### src/rtl/id_ex_pipe_reg_if.sv
// Bundle of ID-side inputs, MEM/WB bypass inputs and EX-side outputs
// for the ID/EX pipeline register.
interface id_ex_pipe_reg_if #(
  parameter int XLEN  = 32,
  parameter int CNT_W = 16
);
  logic              i_stall;
  logic              i_flush;
  logic              i_id_valid;
  logic [XLEN-1:0]   i_id_pc;
  logic [4:0]        i_id_rs1;
  logic [4:0]        i_id_rs2;
  logic [4:0]        i_id_rd;
  logic              i_id_use_rs1;
  logic              i_id_use_rs2;
  logic [XLEN-1:0]   i_id_rs1_data;
  logic [XLEN-1:0]   i_id_rs2_data;
  logic [XLEN-1:0]   i_id_imm;
  logic [3:0]        i_id_alu_op;
  logic              i_id_alu_src;
  logic              i_id_mem_read;
  logic              i_id_mem_write;
  logic              i_id_reg_write;
  logic [1:0]        i_id_wb_sel;
  logic [4:0]        i_wb_rd;
  logic              i_wb_reg_write;
  logic [XLEN-1:0]   i_wb_data;

  logic              o_ex_valid;
  logic [XLEN-1:0]   o_ex_pc;
  logic [XLEN-1:0]   o_ex_rs1_data;
  logic [XLEN-1:0]   o_ex_rs2_data;
  logic [XLEN-1:0]   o_ex_imm;
  logic [4:0]        o_ex_rs1;
  logic [4:0]        o_ex_rs2;
  logic [4:0]        o_ex_rd;
  logic [3:0]        o_ex_alu_op;
  logic              o_ex_alu_src;
  logic              o_ex_mem_read;
  logic              o_ex_mem_write;
  logic              o_ex_reg_write;
  logic [1:0]        o_ex_wb_sel;
  logic              o_id_hold;
  logic [CNT_W-1:0]  o_bubble_cnt;

  modport master (
    output i_stall, i_flush, i_id_valid, i_id_pc, i_id_rs1, i_id_rs2, i_id_rd,
           i_id_use_rs1, i_id_use_rs2, i_id_rs1_data, i_id_rs2_data, i_id_imm,
           i_id_alu_op, i_id_alu_src, i_id_mem_read, i_id_mem_write,
           i_id_reg_write, i_id_wb_sel, i_wb_rd, i_wb_reg_write, i_wb_data,
    input  o_ex_valid, o_ex_pc, o_ex_rs1_data, o_ex_rs2_data, o_ex_imm,
           o_ex_rs1, o_ex_rs2, o_ex_rd, o_ex_alu_op, o_ex_alu_src,
           o_ex_mem_read, o_ex_mem_write, o_ex_reg_write, o_ex_wb_sel,
           o_id_hold, o_bubble_cnt
  );

  modport slave (
    input  i_stall, i_flush, i_id_valid, i_id_pc, i_id_rs1, i_id_rs2, i_id_rd,
           i_id_use_rs1, i_id_use_rs2, i_id_rs1_data, i_id_rs2_data, i_id_imm,
           i_id_alu_op, i_id_alu_src, i_id_mem_read, i_id_mem_write,
           i_id_reg_write, i_id_wb_sel, i_wb_rd, i_wb_reg_write, i_wb_data,
    output o_ex_valid, o_ex_pc, o_ex_rs1_data, o_ex_rs2_data, o_ex_imm,
           o_ex_rs1, o_ex_rs2, o_ex_rd, o_ex_alu_op, o_ex_alu_src,
           o_ex_mem_read, o_ex_mem_write, o_ex_reg_write, o_ex_wb_sel,
           o_id_hold, o_bubble_cnt
  );
endinterface

### src/rtl/id_ex_pipe_reg.sv
// ID/EX pipeline register with load-use hazard detection, stall/flush
// handling, write-back bypass on capture and a saturating bubble counter.
module id_ex_pipe_reg #(
  parameter int XLEN  = 32,
  parameter int CNT_W = 16
) (
  input  logic             i_clk,
  input  logic             i_rst_n,
  id_ex_pipe_reg_if.slave  bus
);

  typedef struct packed {
    logic            valid;
    logic [XLEN-1:0] pc;
    logic [XLEN-1:0] rs1_data;
    logic [XLEN-1:0] rs2_data;
    logic [XLEN-1:0] imm;
    logic [4:0]      rs1;
    logic [4:0]      rs2;
    logic [4:0]      rd;
    logic [3:0]      alu_op;
    logic            alu_src;
    logic            mem_read;
    logic            mem_write;
    logic            reg_write;
    logic [1:0]      wb_sel;
  } ex_t;

  ex_t              ex_q, ex_d, cap;
  logic [CNT_W-1:0] cnt_q, cnt_d;
  logic             load_use;
  logic             byp_rs1, byp_rs2;

  always_comb begin
    load_use = ex_q.valid & ex_q.mem_read & (ex_q.rd != 5'd0) & bus.i_id_valid &
               ((bus.i_id_use_rs1 & (bus.i_id_rs1 == ex_q.rd)) |
                (bus.i_id_use_rs2 & (bus.i_id_rs2 == ex_q.rd)));

    // x0 is never bypassed, so the register file's hardwired zero survives.
    byp_rs1 = bus.i_wb_reg_write & (bus.i_wb_rd != 5'd0) & (bus.i_wb_rd == bus.i_id_rs1);
    byp_rs2 = bus.i_wb_reg_write & (bus.i_wb_rd != 5'd0) & (bus.i_wb_rd == bus.i_id_rs2);

    cap.valid     = bus.i_id_valid;
    cap.pc        = bus.i_id_pc;
    cap.rs1_data  = byp_rs1 ? bus.i_wb_data : bus.i_id_rs1_data;
    cap.rs2_data  = byp_rs2 ? bus.i_wb_data : bus.i_id_rs2_data;
    cap.imm       = bus.i_id_imm;
    cap.rs1       = bus.i_id_rs1;
    cap.rs2       = bus.i_id_rs2;
    cap.rd        = bus.i_id_rd;
    cap.alu_op    = bus.i_id_alu_op;
    cap.alu_src   = bus.i_id_alu_src   & bus.i_id_valid;
    cap.mem_read  = bus.i_id_mem_read  & bus.i_id_valid;
    cap.mem_write = bus.i_id_mem_write & bus.i_id_valid;
    cap.reg_write = bus.i_id_reg_write & bus.i_id_valid;
    cap.wb_sel    = bus.i_id_wb_sel;

    ex_d  = ex_q;
    cnt_d = cnt_q;
    // Stall dominates flush; MEM re-issues the flush once the stall drops.
    if (!bus.i_stall) begin
      if (bus.i_flush) begin
        ex_d = '0;
      end else if (load_use) begin
        ex_d = '0;
        if (cnt_q != '1) cnt_d = cnt_q + CNT_W'(1);
      end else begin
        ex_d = cap;
      end
    end
  end

  always_ff @(posedge i_clk) begin
    if (!i_rst_n) begin
      ex_q  <= '0;
      cnt_q <= '0;
    end else begin
      ex_q  <= ex_d;
      cnt_q <= cnt_d;
    end
  end

  assign bus.o_ex_valid     = ex_q.valid;
  assign bus.o_ex_pc        = ex_q.pc;
  assign bus.o_ex_rs1_data  = ex_q.rs1_data;
  assign bus.o_ex_rs2_data  = ex_q.rs2_data;
  assign bus.o_ex_imm       = ex_q.imm;
  assign bus.o_ex_rs1       = ex_q.rs1;
  assign bus.o_ex_rs2       = ex_q.rs2;
  assign bus.o_ex_rd        = ex_q.rd;
  assign bus.o_ex_alu_op    = ex_q.alu_op;
  assign bus.o_ex_alu_src   = ex_q.alu_src;
  assign bus.o_ex_mem_read  = ex_q.mem_read;
  assign bus.o_ex_mem_write = ex_q.mem_write;
  assign bus.o_ex_reg_write = ex_q.reg_write;
  assign bus.o_ex_wb_sel    = ex_q.wb_sel;
  assign bus.o_id_hold      = bus.i_stall | (load_use & ~bus.i_flush);
  assign bus.o_bubble_cnt   = cnt_q;

endmodule

### src/flat_wrapper.sv
// flat-port wrapper written by rule: the top's interface ports become plain ports
module id_ex_pipe_reg_flat 
#(
  parameter int XLEN  = 32,
  parameter int CNT_W = 16
)
  (i_clk, i_rst_n, bus_i_stall, bus_i_flush, bus_i_id_valid, bus_i_id_pc, bus_i_id_rs1, bus_i_id_rs2, bus_i_id_rd, bus_i_id_use_rs1, bus_i_id_use_rs2, bus_i_id_rs1_data, bus_i_id_rs2_data, bus_i_id_imm, bus_i_id_alu_op, bus_i_id_alu_src, bus_i_id_mem_read, bus_i_id_mem_write, bus_i_id_reg_write, bus_i_id_wb_sel, bus_i_wb_rd, bus_i_wb_reg_write, bus_i_wb_data, bus_o_ex_valid, bus_o_ex_pc, bus_o_ex_rs1_data, bus_o_ex_rs2_data, bus_o_ex_imm, bus_o_ex_rs1, bus_o_ex_rs2, bus_o_ex_rd, bus_o_ex_alu_op, bus_o_ex_alu_src, bus_o_ex_mem_read, bus_o_ex_mem_write, bus_o_ex_reg_write, bus_o_ex_wb_sel, bus_o_id_hold, bus_o_bubble_cnt);
  id_ex_pipe_reg_if #(.XLEN(XLEN), .CNT_W(CNT_W)) bus_i ();
  input  logic i_clk;
  input  logic i_rst_n;
  input wire logic [$bits(bus_i.i_stall)-1:0] bus_i_stall;
  input wire logic [$bits(bus_i.i_flush)-1:0] bus_i_flush;
  input wire logic [$bits(bus_i.i_id_valid)-1:0] bus_i_id_valid;
  input wire logic [$bits(bus_i.i_id_pc)-1:0] bus_i_id_pc;
  input wire logic [$bits(bus_i.i_id_rs1)-1:0] bus_i_id_rs1;
  input wire logic [$bits(bus_i.i_id_rs2)-1:0] bus_i_id_rs2;
  input wire logic [$bits(bus_i.i_id_rd)-1:0] bus_i_id_rd;
  input wire logic [$bits(bus_i.i_id_use_rs1)-1:0] bus_i_id_use_rs1;
  input wire logic [$bits(bus_i.i_id_use_rs2)-1:0] bus_i_id_use_rs2;
  input wire logic [$bits(bus_i.i_id_rs1_data)-1:0] bus_i_id_rs1_data;
  input wire logic [$bits(bus_i.i_id_rs2_data)-1:0] bus_i_id_rs2_data;
  input wire logic [$bits(bus_i.i_id_imm)-1:0] bus_i_id_imm;
  input wire logic [$bits(bus_i.i_id_alu_op)-1:0] bus_i_id_alu_op;
  input wire logic [$bits(bus_i.i_id_alu_src)-1:0] bus_i_id_alu_src;
  input wire logic [$bits(bus_i.i_id_mem_read)-1:0] bus_i_id_mem_read;
  input wire logic [$bits(bus_i.i_id_mem_write)-1:0] bus_i_id_mem_write;
  input wire logic [$bits(bus_i.i_id_reg_write)-1:0] bus_i_id_reg_write;
  input wire logic [$bits(bus_i.i_id_wb_sel)-1:0] bus_i_id_wb_sel;
  input wire logic [$bits(bus_i.i_wb_rd)-1:0] bus_i_wb_rd;
  input wire logic [$bits(bus_i.i_wb_reg_write)-1:0] bus_i_wb_reg_write;
  input wire logic [$bits(bus_i.i_wb_data)-1:0] bus_i_wb_data;
  output wire logic [$bits(bus_i.o_ex_valid)-1:0] bus_o_ex_valid;
  output wire logic [$bits(bus_i.o_ex_pc)-1:0] bus_o_ex_pc;
  output wire logic [$bits(bus_i.o_ex_rs1_data)-1:0] bus_o_ex_rs1_data;
  output wire logic [$bits(bus_i.o_ex_rs2_data)-1:0] bus_o_ex_rs2_data;
  output wire logic [$bits(bus_i.o_ex_imm)-1:0] bus_o_ex_imm;
  output wire logic [$bits(bus_i.o_ex_rs1)-1:0] bus_o_ex_rs1;
  output wire logic [$bits(bus_i.o_ex_rs2)-1:0] bus_o_ex_rs2;
  output wire logic [$bits(bus_i.o_ex_rd)-1:0] bus_o_ex_rd;
  output wire logic [$bits(bus_i.o_ex_alu_op)-1:0] bus_o_ex_alu_op;
  output wire logic [$bits(bus_i.o_ex_alu_src)-1:0] bus_o_ex_alu_src;
  output wire logic [$bits(bus_i.o_ex_mem_read)-1:0] bus_o_ex_mem_read;
  output wire logic [$bits(bus_i.o_ex_mem_write)-1:0] bus_o_ex_mem_write;
  output wire logic [$bits(bus_i.o_ex_reg_write)-1:0] bus_o_ex_reg_write;
  output wire logic [$bits(bus_i.o_ex_wb_sel)-1:0] bus_o_ex_wb_sel;
  output wire logic [$bits(bus_i.o_id_hold)-1:0] bus_o_id_hold;
  output wire logic [$bits(bus_i.o_bubble_cnt)-1:0] bus_o_bubble_cnt;
  assign bus_i.i_stall = bus_i_stall;
  assign bus_i.i_flush = bus_i_flush;
  assign bus_i.i_id_valid = bus_i_id_valid;
  assign bus_i.i_id_pc = bus_i_id_pc;
  assign bus_i.i_id_rs1 = bus_i_id_rs1;
  assign bus_i.i_id_rs2 = bus_i_id_rs2;
  assign bus_i.i_id_rd = bus_i_id_rd;
  assign bus_i.i_id_use_rs1 = bus_i_id_use_rs1;
  assign bus_i.i_id_use_rs2 = bus_i_id_use_rs2;
  assign bus_i.i_id_rs1_data = bus_i_id_rs1_data;
  assign bus_i.i_id_rs2_data = bus_i_id_rs2_data;
  assign bus_i.i_id_imm = bus_i_id_imm;
  assign bus_i.i_id_alu_op = bus_i_id_alu_op;
  assign bus_i.i_id_alu_src = bus_i_id_alu_src;
  assign bus_i.i_id_mem_read = bus_i_id_mem_read;
  assign bus_i.i_id_mem_write = bus_i_id_mem_write;
  assign bus_i.i_id_reg_write = bus_i_id_reg_write;
  assign bus_i.i_id_wb_sel = bus_i_id_wb_sel;
  assign bus_i.i_wb_rd = bus_i_wb_rd;
  assign bus_i.i_wb_reg_write = bus_i_wb_reg_write;
  assign bus_i.i_wb_data = bus_i_wb_data;
  assign bus_o_ex_valid = bus_i.o_ex_valid;
  assign bus_o_ex_pc = bus_i.o_ex_pc;
  assign bus_o_ex_rs1_data = bus_i.o_ex_rs1_data;
  assign bus_o_ex_rs2_data = bus_i.o_ex_rs2_data;
  assign bus_o_ex_imm = bus_i.o_ex_imm;
  assign bus_o_ex_rs1 = bus_i.o_ex_rs1;
  assign bus_o_ex_rs2 = bus_i.o_ex_rs2;
  assign bus_o_ex_rd = bus_i.o_ex_rd;
  assign bus_o_ex_alu_op = bus_i.o_ex_alu_op;
  assign bus_o_ex_alu_src = bus_i.o_ex_alu_src;
  assign bus_o_ex_mem_read = bus_i.o_ex_mem_read;
  assign bus_o_ex_mem_write = bus_i.o_ex_mem_write;
  assign bus_o_ex_reg_write = bus_i.o_ex_reg_write;
  assign bus_o_ex_wb_sel = bus_i.o_ex_wb_sel;
  assign bus_o_id_hold = bus_i.o_id_hold;
  assign bus_o_bubble_cnt = bus_i.o_bubble_cnt;
  id_ex_pipe_reg #(.XLEN(XLEN), .CNT_W(CNT_W)) u_core (.i_clk(i_clk), .i_rst_n(i_rst_n), .bus(bus_i));
endmodule
### config.mk
export PLATFORM = sky130hd
export DESIGN_NAME = id_ex_pipe_reg_flat
export DESIGN_NICKNAME = d
export VERILOG_FILES = /design/src/rtl/id_ex_pipe_reg_if.sv /design/src/rtl/id_ex_pipe_reg.sv /design/src/flat_wrapper.sv
export SDC_FILE = /design/constraint.sdc
export NUM_CORES = 1
export LEC_CHECK = 0
export CAP_MARGIN = 20
export CORE_AREA = 2 2 143 145
export CTS_BUF_LIST = sky130_fd_sc_hd__clkbuf_4
export CTS_CLUSTER_DIAMETER = 50
export DETAILED_ROUTE_END_ITERATION = 16
export DIE_AREA = 0 0 145 147
export PLACE_DENSITY = 0.73
export REMOVE_ABC_BUFFERS = 1
export SKIP_LAST_GASP = 1
export SYNTH_ARGS = -nofsm -noshare
export SYNTH_HDL_FRONTEND = slang
export SYNTH_SLANG_ARGS = --single-unit
### constraint.sdc
create_clock -name i_clk -period 1.8 [get_ports i_clk]
set_clock_uncertainty 0.05 [all_clocks]
set_input_delay 0.27 -clock i_clk [delete_from_list [all_inputs] [get_ports i_clk]]
set_output_delay 0.27 -clock i_clk [all_outputs]
set_load 0.1 [all_outputs]
==> results of run 1 <==
flip-flops by register name (all words and copies together), names as in the netlist, 2 cells and up:
register,cells
u_core.bus.o_ex_rs2,5
u_core.bus.o_ex_rs1_data,32
u_core.bus.o_ex_wb_sel,2
u_core.bus.o_bubble_cnt,16
u_core.bus.o_ex_imm,32
u_core.bus.o_ex_rs1,5
u_core.bus.o_ex_rd,5
u_core.bus.o_ex_pc,32
u_core.bus.o_ex_alu_op,4
u_core.bus.o_ex_rs2_data,32
repair_timing:
item | in CTS | in global routing
endpoints found under the setup margin | 169 | 169
cloned | 8 | 1
resized for setup | 117 | 41
buffers inserted | 17 | 5
hold endpoints to repair | 0 | 0
hold buffers | 0 | 0
pin swaps | 71 | 13
through the flow:
stage               TNS (ns)  hold slack, ns  instances
detailed placement    -95.86           0.411       1285
floorplan            -322.07           0.338        570
finish                -52.20           0.250       1346
global route          -61.50           0.186       1346
CTS                   -49.90           0.169       1340
global placement      -92.04           0.398       1285
power breakdown:
part           internal, W  total, W  switching (W)
Clock             0.000997   0.00247        0.00147
Sequential         0.00390   0.00405       0.000151
Combinational      0.00117   0.00264        0.00147
Total              0.00607   0.00916        0.00309
routing by layer:
metal  track usage  wire, um  vias to the layer above
li1              -         -                     3169
met5             0         0                        -
met2         0.431     14100                      266
met3        0.0674      1650                       57
met4        0.0916       906                        0
met1         0.288     10300                     3260
cell families (layout without fill, tap and decap cells):
kind of cell | Yosys count | after routing | synth area share
muxes | 65 | 65 | 0.102
and+or+nand+nor | 127 | 127 | 0.0997
xor gates and xnor gates | 22 | 22 | 0.0302
buffers and inverters | 47 | 509 | 0.0315
DFF | 170 | 170 | 0.533
adders and majority gates | 1 | 1 | 0.00196
other | 0 | 1 | 0
AOI/OAI and AO/OA | 181 | 181 | 0.202
final cells by class:
class | count | share of cell area
inverters | 4 | 0.00110
clock inverters | 14 | 0.0133
diodes | 1 | 0.000183
repair buffers | 474 | 0.473
flip-flops and latches | 170 | 0.249
well taps | 270 | 0.0247
clock buffers | 17 | 0.00932
multi-input cells | 396 | 0.229
worst max-delay path, cell delays in order, from the launching register on:
cell	delay, ns
dfxtp_4	0.41
or4_4	0.55
nor2_4	0.11
nor2_2	0.07
nand2_4	0.07
buf_6	0.10
o21bai_4	0.06
buf_12	0.17
synth_stat cells (2+ instances only):
cell type	n	area (sq um)
dfxtp_1	170	3400
a22o_1	86	753
nand2_1	74	278
or4_1	10	75.1
nor3_1	2	10.0
o211ai_1	2	15.0
nand2b_1	2	12.5
nand3_1	11	55.1
o31ai_1	6	45.0
xor2_1	6	52.6
mux2i_1	65	651
or4b_1	2	20.0
nor4_2	2	25.0
nor4_1	3	18.8
clkbuf_1	25	93.8
nand4_1	6	37.5
nor2_1	6	22.5
a21oi_1	8	40.0
o21ai_1	10	50.1
xnor2_1	16	140
buf_2	17	85.1
a32o_1	4	40.0
o21ai_0	59	295
inv_1	4	15.0
or3_1	2	12.5
worst max-delay path by stage:
stage / depth (start not counted) / from / end / slack [ns]
after global routing: 9 / u_core.bus.o_ex_rd[1] / bus_o_id_hold / -0.72
after global placement: 8 / bus_i_id_rs1[4] / u_core.bus.o_ex_rs1_data[17] / -0.60
after CTS: 7 / u_core.bus.o_ex_rd[1] / bus_o_id_hold / -0.66
after floorplan: 6 / u_core.bus.o_ex_rd[1] / u_core.bus.o_ex_alu_src / -2.08
final: 7 / u_core.bus.o_ex_rd[1] / bus_o_id_hold / -0.62
after detailed placement: 9 / bus_i_id_rs1[4] / bus_o_id_hold / -0.66
==> flow_metrics.env, run 1 <==
export IMPL_hpwlAfterDp_um=18800
export IMPL_layout_setup_ws_ns=-0.620
export IMPL_synth_area_sq_um=6380
export IMPL_synth_async_reset_ratio=0
export IMPL_vias_per_cell=5.02
export IMPL_synth_seq_cells=170
export IMPL_ys_warn_count=0
export IMPL_fin_nets=1262
export IMPL_hold_violations=0
export IMPL_seqCellArea_sq_um=3420
export IMPL_grt_start_max_net_pins=43
export IMPL_dr_first_iter_drc_count=323
export IMPL_place_congestion=0.868
export IMPL_min_period_ns=2.42
export IMPL_gr_total_overflow=0
export IMPL_grt_usage=0.246
export IMPL_fin_util=0.690
export IMPL_drv_cap=0
export IMPL_syn_area_per_cell_sq_um=10.4
export IMPL_min_from="bus_i_id_alu_op[3]"
export IMPL_clock_latency_ns=0.55
export IMPL_slew_viol_final=0
export IMPL_dp_slack_ns=-0.661
export IMPL_critPathMaxFanout=4
export IMPL_r2r_end="u_core.bus.o_bubble_cnt[9]"
export IMPL_p_leak_nw=5.28
export IMPL_clockBufferDepth=2
export IMPL_startpoint_type="flip-flop"
export IMPL_cts_htree_levels=4
export IMPL_wire_per_inst_um=20.0
export IMPL_num_rows=52
export IMPL_die_y_um=147
export IMPL_cts_made_buffers=17
export IMPL_status="complete, but fails checks"
export IMPL_antenna_found_initial=1
export IMPL_fin_crit_sh=1.34
export IMPL_netlist_instances=613
export IMPL_r2r_cells=13
export IMPL_grt_pass1_wl_um=40800
export IMPL_wirelength_um=27000
export IMPL_cp_data_arrival_time_ns=2.10
export IMPL_die_x_um=145
export IMPL_first_pass_iters=4
export IMPL_slew_headroom=0.719
export IMPL_synthFlopType="dfxtp_1"
export IMPL_synthToLayoutAreaGrowth_pct=115
export IMPL_drcViolationCount=0
export IMPL_power_density_nw_per_um2=669
export IMPL_synth_distinct_cells=40
export IMPL_clk_pin_slew_ns=0.16
export IMPL_route_antenna_remaining_nets=0
export IMPL_drive_above_1_share=0.356
export IMPL_ys_seq_area_frac=0.533
export IMPL_synth_edff_count=0
export IMPL_clock_sinks=170
export IMPL_multiInputGateArea_sq_um=3140
export IMPL_grt_pass1_vias=7103
export IMPL_buffer_ports_inserted=368
export IMPL_vdd_ir_drop_max_mv=0.435
export IMPL_max_slew_worst_pin_slew_ns=0.418
export IMPL_crit_path_end_kind="output pin"
export IMPL_p_total_w=0.00916
export IMPL_fill_cells=1375
export IMPL_cts_tree="built"
export IMPL_ioPinCount=369
export IMPL_hold_path_class="primary input to flip-flop"
export IMPL_reg2reg_from="u_core.bus.o_ex_rd[1]"
export IMPL_die_area_sq_um=21300
export IMPL_worstPathRequired_ns=1.48
export IMPL_final_common_cell="clkdlybuf4s50_1"
export IMPL_root_buffer="clkbuf_4"
export IMPL_initial_core_util=0.322
export IMPL_r2r_slack_ns=-0.45
export IMPL_setup_viol_count_final=171
export IMPL_dpl_cell_area_sq_um=12600
export IMPL_whs_endpoint="u_core.bus.o_ex_alu_op[3]"
export IMPL_layout_common_cells="clkdlybuf4s50_1 (197), buf_12 (177), dfxtp_1 (163)"
export IMPL_finalInstanceArea_sq_um=13700
export IMPL_num_vias=6752
export IMPL_violations="negative setup slack"
export IMPL_max_freq_mhz=413
export IMPL_core_area_sq_um=19800
export IMPL_rsz0062_at_grt="yes"
export IMPL_critPathKind="flip-flop to output pin"
export IMPL_min_path_cells=2
Note: power is estimated with default switching activity, not from simulation.
==> run 2: changes to the inputs <==
--- a/config.mk
+++ b/config.mk
@@ -5,6 +5,7 @@
 export SDC_FILE = /design/constraint.sdc
 export NUM_CORES = 1
 export LEC_CHECK = 0
+export ABC_AREA = 0
 export CAP_MARGIN = 20
 export CORE_AREA = 2 2 143 145
 export CTS_BUF_LIST = sky130_fd_sc_hd__clkbuf_4
@@ -12,7 +13,6 @@
 export DETAILED_ROUTE_END_ITERATION = 16
 export DIE_AREA = 0 0 145 147
 export PLACE_DENSITY = 0.73
-export REMOVE_ABC_BUFFERS = 1
 export SKIP_LAST_GASP = 1
 export SYNTH_ARGS = -nofsm -noshare
 export SYNTH_HDL_FRONTEND = slang
==> constraint.sdc (replaced) <==
create_clock -name i_clk -period 2.1 [get_ports i_clk]
set_clock_uncertainty 0.05 [all_clocks]
set_input_delay 0.315 -clock i_clk [delete_from_list [all_inputs] [get_ports i_clk]]
set_output_delay 0.315 -clock i_clk [all_outputs]
set_load 0.1 [all_outputs]
==> run 2 against run 1 <==
The run still ends with negative setup slack left. Hold slack better by 0.027 ns. Via count is 4.6% lower. Cell area shrank 17%. Routed wire length is 8.6% lower. Utilization down 12 points. Critical endpoint unchanged. Flip-flop and latch count unchanged. Final cell count shrank 2.0%. Combinational power decreased by 26%. Setup slack better by 0.29 ns. First-iteration DRC count fell by 24%. Clock-buffer cell count stayed put.
==> flow_metrics.env, run 2 (same netlist as run 1, synthesis figures left out) <==
export IMPL_p_switching_w=0.00262
export IMPL_min_from="bus_i_id_imm[29]"
export IMPL_clock_latency_ns=0.57
export IMPL_pwr_share_clk=0.266
export IMPL_p_leak_nw=4.57
export IMPL_hpwlAfterDp_um=16900
export IMPL_ioPinCount=369
export IMPL_p_total_w=0.00730
export IMPL_root_buffer="clkbuf_4"
export IMPL_gr_total_overflow=0
export IMPL_power_density_nw_per_um2=643
export IMPL_final_common_cell="buf_4"
export IMPL_clk_pin_slew_ns=0.16
export IMPL_wire_per_inst_um=18.7
export IMPL_r2r_cells=10
export IMPL_cts_made_buffers=17
export IMPL_reg2reg_from="u_core.bus.o_ex_rd[1]"
export IMPL_violations="negative setup slack"
export IMPL_die_y_um=147
export IMPL_fin_nets=1234
export IMPL_vdd_ir_drop_max_mv=0.277
export IMPL_grt_start_max_net_pins=88
export IMPL_syn_nets=812
export IMPL_num_rows=52
export IMPL_drcViolationCount=0
export IMPL_cts_htree_levels=4
export IMPL_max_freq_mhz=412
export IMPL_initial_core_util=0.322
export IMPL_num_vias=6440
export IMPL_swShare=0.359
export IMPL_min_path_cells=2
export IMPL_synthToLayoutAreaGrowth_pct=77.8
export IMPL_power_frac_comb=0.268
export IMPL_crit_path_end_kind="output pin"
export IMPL_setup_viol_count_final=77
export IMPL_multiInputGateArea_sq_um=3060
export IMPL_grt_pass1_wl_um=34400
export IMPL_vias_per_cell=4.88
export IMPL_wirelength_um=24600
export IMPL_layout_common_cells="buf_4 (218), clkdlybuf4s50_1 (197), dfxtp_1 (147)"
export IMPL_slew_viol_final=0
export IMPL_postCtsHoldBufs=0
export IMPL_drive_above_1_share=0.344
export IMPL_worstPathRequired_ns=1.74
export IMPL_critPathKind="flip-flop to output pin"
export IMPL_clockBufferDepth=2
export IMPL_critPathMaxFanout=4
export IMPL_first_pass_iters=4
export IMPL_max_slew_worst_pin_slew_ns=0.398
export IMPL_dpl_cell_area_sq_um=10400
export IMPL_status="complete, but fails checks"
export IMPL_grt_usage=0.204
export IMPL_slew_headroom=0.734
export IMPL_crit_start="u_core.bus.o_ex_rd[2]"
export IMPL_drv_cap=0
export IMPL_hold_path_class="primary input to flip-flop"
export IMPL_min_period_ns=2.43
export IMPL_startpoint_type="flip-flop"
export IMPL_seqPwrFrac=0.466
export IMPL_dr_first_iter_drc_count=245
export IMPL_fill_cells=1711
export IMPL_antenna_found_initial=1
export IMPL_die_area_sq_um=21300
export IMPL_route_antenna_remaining_nets=0
export IMPL_place_congestion=0.827
export IMPL_buffer_ports_inserted=368
export IMPL_finalInstanceArea_sq_um=11400
export IMPL_grt_pass1_vias=6290
export IMPL_cts_tree="built"
export IMPL_layout_setup_ws_ns=-0.326
export IMPL_cp_data_arrival_time_ns=2.06
export IMPL_clock_sinks=170
export IMPL_seqCellArea_sq_um=3460
export IMPL_fin_crit_sh=1.16
export IMPL_hold_violations=0
export IMPL_die_x_um=145
export IMPL_rsz0062_at_grt="yes"
export IMPL_intPower_w=0.00468
export IMPL_core_area_sq_um=19800
## run 2: changes by cell type in the layout (fill, tap and decap cells not counted), moves of 5 or more
cell and delta:
buf_12 -162, buf_16 -7, buf_4 +139, buf_6 -9, clkbuf_16 +8, dfxtp_1 -16
dfxtp_2 +5, dfxtp_4 +11, o21ai_0 +5
## run 2: layer usage
metal	global-route usage	share of wire	up-vias
met3	0.0705	0.076	45
li1	-	-	3106
met1	0.235	0.38	2987
met4	0.0728	0.024	0
met5	0	0	-
met2	0.353	0.52	302
## run 2: worst max-delay path: stages, from the launching register on
cell and delay (ns):
dfxtp_4 0.39, or4_4 0.55, nor2_4 0.11, nor2_2 0.04
nand2_2 0.08, buf_12 0.11, o21bai_4 0.06, buf_12 0.17
## run 2: path summary, 6_finish.rpt
path                                  end  slack [ns]
min               u_core.bus.o_ex_imm[29]        0.28
max                         bus_o_id_hold       -0.33
min reg2reg  u_core.bus.o_ex_rs1_data[23]        0.41
max reg2reg        u_core.bus.o_ex_pc[28]       -0.07
## run 2: power groups by stage
| stage | combinational (W) | clock, W | sequential (W) |
|---|---|---|---|
| after floorplan | 0.000266 | 0 | 0.00430 |
| after global placement | 0.00183 | 0 | 0.00347 |
| after detailed placement | 0.00184 | 0 | 0.00347 |
| after CTS | 0.00186 | 0.00201 | 0.00340 |
| after global routing | 0.00203 | 0.00214 | 0.00342 |
| final | 0.00196 | 0.00194 | 0.00340 |
## run 2: what timing repair did
action / 4_1_cts / 5_1_grt
hold endpoints to repair: 0 / 0
gates resized for setup: 5 / 111
pin swaps: 5 / 22
setup endpoints to repair: 1 / 123
buffers inserted: 7 / 9
cloned: 0 / 15
## run 2: through the flow
step,TNS [ns],hold WS (ns),std cells,util,setup slack (ns)
2_1_floorplan,-0.0866,0.397,613,-,-0.0866
3_3_place_gp,-36.06,0.384,1257,0.524,-0.350
3_5_place_dp,-37.56,0.391,1257,0.524,-0.372
4_1_cts,-0.543,0.226,1296,0.541,-0.421
5_1_grt,-11.14,0.202,1319,0.572,-0.437
6_report,-1.99,0.277,1319,0.572,-0.326
## run 2: cell type report
class,count,share of cell area
Antenna cell,1,0.000220
Clock buffer,17,0.0112
Clock inverter,15,0.0134
Inverter,4,0.00132
Multi-Input combinational cell,397,0.269
Sequential cell,170,0.305
Tap cell,270,0.0298
Timing Repair Buffer,445,0.370
